File: config.mk
export PLATFORM = sky130hd
export DESIGN_NAME = audio_dac_serializer
export DESIGN_NICKNAME = d
export VERILOG_FILES = /design/src/rtl/audio_dac_serializer.sv
export SDC_FILE = /design/constraint.sdc
export NUM_CORES = 1
export LEC_CHECK = 0
export ABC_AREA = 1
export CAP_MARGIN = 10
export CORE_MARGIN = 1.5
export CORE_UTILIZATION = 30
export CTS_BUF_LIST = sky130_fd_sc_hd__clkbuf_8
export CTS_CLUSTER_SIZE = 16
export DETAILED_ROUTE_END_ITERATION = 7
export SKIP_CTS_REPAIR_TIMING = 1
export SLEW_MARGIN = 20
export SYNTH_ARGS = -nofsm -noshare
export SYNTH_HDL_FRONTEND = slang
export SYNTH_SLANG_ARGS = --single-unit
File: constraint.sdc
create_clock -name csi_clk -period 4.1 [get_ports csi_clk]
set_input_delay 0.615 -clock csi_clk [delete_from_list [all_inputs] [get_ports csi_clk]]
set_output_delay 0.615 -clock csi_clk [all_outputs]
set_load 0.01 [all_outputs]
File: src/rtl/audio_dac_serializer.sv
// audio_dac_serializer
// Takes mono PCM samples over an Avalon-ST sink, keeps one of them in a
// single-entry buffer, and shifts the current frame word out in I2S format
// on dacdat using the codec-mastered bclk/daclrck. The same word is sent on
// the left and right slots; a new word is only taken at each left-slot start.

module audio_dac_serializer #(
    parameter int DATA_W = 16
) (
    input  logic              csi_clk,
    input  logic              rsi_reset_n,
    input  logic [DATA_W-1:0] asi_data,
    input  logic              asi_valid,
    output logic              asi_ready,
    input  logic              coe_bclk,
    input  logic              coe_daclrck,
    output logic              coe_dacdat,
    output logic              coe_underrun
);

    localparam int CNT_W = (DATA_W > 1) ? $clog2(DATA_W) : 1;
    localparam logic [CNT_W-1:0] MSB_IDX = CNT_W'(DATA_W - 1);

    typedef enum logic [1:0] {
        IDLE,
        ARM,
        SHIFT,
        PAD
    } state_t;

    state_t state;
    state_t state_next;

    logic bclk_meta;
    logic bclk_sync;
    logic bclk_hist;
    logic lr_meta;
    logic lr_sync;
    logic lr_hist;

    logic bclk_fall;
    logic lr_fall;
    logic lr_rise;
    logic lr_edge;

    logic [DATA_W-1:0] buf_data;
    logic              buf_full;
    logic [DATA_W-1:0] frame_data;
    logic              accept;
    logic              load_frame;

    logic [CNT_W-1:0] bitcnt;
    logic [CNT_W-1:0] bitcnt_dec;
    logic [CNT_W-1:0] bitcnt_next;
    logic             dacdat_next;

    // Bring the codec clocks into csi_clk with two flops, plus a history flop for edge detection.
    always_ff @(posedge csi_clk) begin
        if (!rsi_reset_n) begin
            bclk_meta <= 1'b0;
            bclk_sync <= 1'b0;
            bclk_hist <= 1'b0;
            lr_meta   <= 1'b0;
            lr_sync   <= 1'b0;
            lr_hist   <= 1'b0;
        end else begin
            bclk_meta <= coe_bclk;
            bclk_sync <= bclk_meta;
            bclk_hist <= bclk_sync;
            lr_meta   <= coe_daclrck;
            lr_sync   <= lr_meta;
            lr_hist   <= lr_sync;
        end
    end

    assign bclk_fall  = ~bclk_sync & bclk_hist;
    assign lr_fall    = ~lr_sync & lr_hist;
    assign lr_rise    = lr_sync & ~lr_hist;
    assign lr_edge    = lr_fall | lr_rise;

    assign asi_ready  = ~buf_full;
    assign accept     = asi_valid & ~buf_full;
    assign load_frame = lr_fall & buf_full;
    assign bitcnt_dec = bitcnt - 1'b1;

    // Buffer, frame word, bit counter, serial output and underrun pulse.
    always_ff @(posedge csi_clk) begin
        if (!rsi_reset_n) begin
            buf_data     <= '0;
            buf_full     <= 1'b0;
            frame_data   <= '0;
            bitcnt       <= '0;
            coe_dacdat   <= 1'b0;
            coe_underrun <= 1'b0;
        end else begin
            if (accept) begin
                buf_data <= asi_data;
                buf_full <= 1'b1;
            end else if (load_frame) begin
                buf_full <= 1'b0;
            end
            if (load_frame) begin
                frame_data <= buf_data;
            end
            bitcnt       <= bitcnt_next;
            coe_dacdat   <= dacdat_next;
            coe_underrun <= lr_fall & ~buf_full;
        end
    end

    // State register.
    always_ff @(posedge csi_clk) begin
        if (!rsi_reset_n) begin
            state <= IDLE;
        end else begin
            state <= state_next;
        end
    end

    // Next state: an LR edge always restarts the slot, otherwise bclk falls walk the word.
    always_comb begin
        state_next = state;
        case (state)
            IDLE: begin
                if (lr_fall) begin
                    state_next = ARM;
                end
            end
            ARM: begin
                if (lr_edge) begin
                    state_next = ARM;
                end else if (bclk_fall) begin
                    state_next = SHIFT;
                end
            end
            SHIFT: begin
                if (lr_edge) begin
                    state_next = ARM;
                end else if (bclk_fall && (bitcnt == '0)) begin
                    state_next = PAD;
                end
            end
            PAD: begin
                if (lr_edge) begin
                    state_next = ARM;
                end
            end
            default: state_next = IDLE;
        endcase
    end

    // Serial data and bit index for the next cycle; a bclk fall in the LR-edge cycle is ignored.
    always_comb begin
        dacdat_next = 1'b0;
        bitcnt_next = bitcnt;
        case (state)
            IDLE: begin
                dacdat_next = 1'b0;
            end
            ARM: begin
                if (!lr_edge && bclk_fall) begin
                    dacdat_next = frame_data[MSB_IDX];
                    bitcnt_next = MSB_IDX;
                end
            end
            SHIFT: begin
                if (lr_edge) begin
                    dacdat_next = 1'b0;
                end else if (bclk_fall) begin
                    if (bitcnt == '0) begin
                        dacdat_next = 1'b0;
                    end else begin
                        dacdat_next = frame_data[bitcnt_dec];
                        bitcnt_next = bitcnt_dec;
                    end
                end else begin
                    dacdat_next = coe_dacdat;
                end
            end
            PAD: begin
                dacdat_next = 1'b0;
            end
            default: dacdat_next = 1'b0;
        endcase
    end

endmodule

==> results.toml <==
[timing]
hold_viol = 0
fin_crit_ns = 1.85
tns_ns = 0
slew-limit-headroom_pct = 68.6
worst_pin_slew_ns = 0.470
grt_setup_unrepaired = "false"
fin_skew_ns = 0.00528
fmax_mhz = 541
setup_viol = 0
period_share_pct = 45.1
final-max-slew-violation-count = 0

[route]
via_per_inst = 4.37
wl_mm = 3.75
final_antenna_net_count = 0
post-route-drc-count = 0
drt_pass1_iterations = 6
routedWlPerCell_um = 10.1
drt_iter0_drc = 65
via_count = 1623

[floorplan]
die_area_sq_um = 7110
io_pins = 24
die_h_um = 84.3
die_width_um = 84.3
coreArea_sq_um = 6390
initial_utilization_pct = 31.1
rows = 29

[global_route]
grt_use_total_pct = 11.8
grt_overflow = 0
grt_pass1_vias = 1612
grt_pass1_wl_mm = 6.92
grt_max_degree = 46
antenna_found_initial = 0

[finish]
final_cells = 371
fill_cells = 708
regArea_sq_um = 941
syn_to_final_growth_pct = 17.7
antenna_cells = 0
fin_nets = 320
final_cell_mix = "68 x nor2_1, 47 x dfxtp_1, 45 x nand2_1, 34 x o21ai_0, 25 x inv_1"
drive_above_1_share_pct = 5.10
multi_input_area_sq_um = 873
final_common_cell = "nor2_1"

[setup_path]
cp.depth = 2
r2r_cells = 6
cp_cell_sequence = "inv_1 -> clkdlybuf4s50_1"
crit_buf_inv = 2
worstSetupStartpointType = "register"
slowest_delay_ns = 0.53
crit_type = "register to output pin"
cp-end-kind = "output pin"
cp.arrival_ns = 1.23
crit_family = "buffers and inverters"
cp_slowest_cell = "clkdlybuf4s50_1"
required_ns = 3.48
crit_fanout = 4

[yosys]
synthCells = 273
synth_area_sq_um = 1980
ys_seq_area_share_pct = 47.4
synthesis.nets = 300
syn_area_per_cell_sq_um = 7.26
ys_types = 28
ys_ff_latch = 47
yosys_warnings = 0

[cts]
cts_tree = "done"
path_clk_slew_ns = 0.08
cts-root-buf = "clkbuf_8"
clk_latency_ns = 0.30
htreeDepth = 2
cts_made_buffers = 5
clockBufferDepth = 2
cts.sinks = 47

[run_status]
status = "finished, final reports clean"

[placed_design]
gp_congestion = 0.778
post-place-cells = 363
hpwl_mm = 2.65
port_buffers = 23

[min_path]
worstHoldPathCells = 2
hold_path.class = "register to register"

[power_and_ir_drop]
p_sw_uw = 216
vdd_drop_max_v = 0.000180
powerDensity_nw_per_um2 = 366
comb_power_share_pct = 11.9
leakage_uw = 0.00100
p_int_uw = 639
swShare_pct = 25.2
clkPwrFrac_pct = 31.0
p_seq_share_pct = 57.2

[run]
drv_cap = 0
-- cell usage after synthesis, drive strengths merged --
master,count,area share [%]
a21oi,6,1.7
a211oi,1,0.38
inv,25,4.9
nor2,69,13
clkbuf,4,0.76
a22oi,1,0.38
clkinv,2,0.44
nand4,1,0.32
nand2,47,9.1
nand3b,1,0.38
o211ai,1,0.38
o22ai,1,0.32
nor3,1,0.25
dfxtp,47,47
buf,7,2.5
ha,6,3.8
nand3,18,4.5
o21ai,35,9.0
-- per-stage QoR --
| step | cell area (sq um) | hold WS, ns | setup slack, ns | util, % | power [uW] |
|---|---|---|---|---|---|
| 2_1_floorplan | 1980 | 0.390 | 2.60 | - | 567 |
| 4_1_cts | 2330 | 0.416 | 2.23 | 36.6 | 867 |
| 3_3_place_gp | 2250 | 0.394 | 1.99 | 35.3 | 600 |
| 5_1_grt | 2330 | 0.444 | 1.98 | 36.6 | 904 |
| 6_report | 2330 | 0.415 | 2.25 | 36.6 | 855 |
| 3_5_place_dp | 2250 | 0.396 | 1.95 | 35.3 | 602 |
-- cell type report --
class / instances / share of cell area (%)
multi-input combinational: 188 / 37.4
timing repair buffer: 24 / 10.2
tap: 77 / 4.13
inverter: 27 / 4.50
clock inverter: 3 / 0.536
sequential: 47 / 40.3
clock buffer: 5 / 2.95
-- final timing paths --
kind | startpoint | endpoint | slack (ns)
hold reg to reg | lr_meta | lr_sync | 0.42
setup / recovery | buf_full | asi_ready | 2.25
hold / removal | lr_meta | lr_sync | 0.42
setup reg to reg | lr_sync | frame_data[10] | 2.25
-- sequential cells by signal, indices dropped and copies added (netlist names) --
signal / count
lr_hist: 1
lr_sync: 1
coe_dacdat: 1
bitcnt: 4
state: 2
lr_meta: 1
bclk_hist: 1
bclk_meta: 1
coe_underrun: 1
bclk_sync: 1
buf_full: 1
buf_data: 16
frame_data: 16
-- worst min-delay path: cells and delay by family (launching register included) --
family,cells,cell delay [ns]
buffers and inverters,1,0.04
and+or+nand+nor,1,0.04
DFF,1,0.31
-- cell families (layout without fill, tap and decap cells) --
group	after synthesis	count (layout)	synth area share, %
fa+ha+maj	6	6	3.79
flops	47	47	47.4
compound gates	45	45	12.2
buf+inv	38	59	8.52
simple gates	137	137	28.1
-- routing by layer --
metal	up-vias	wire (um)	share of wire, %	global-route usage (%)
met5	-	0	0	0
met2	23	1660	44	19.6
met3	5	113	3.0	2.75
met1	697	1920	51	14.7
li1	898	-	-	-
met4	0	57	1.5	4.92
-- power groups by stage --
stage                     clock (uW)  combinational (uW)  sequential, uW
final                            265                 101             489
after floorplan                    0                70.4             496
after global placement             0                 101             499
after CTS                        276                 103             489
after detailed placement           0                 102             500
after global routing             294                 119             492
Note: power is estimated with default switching activity, not from simulation.
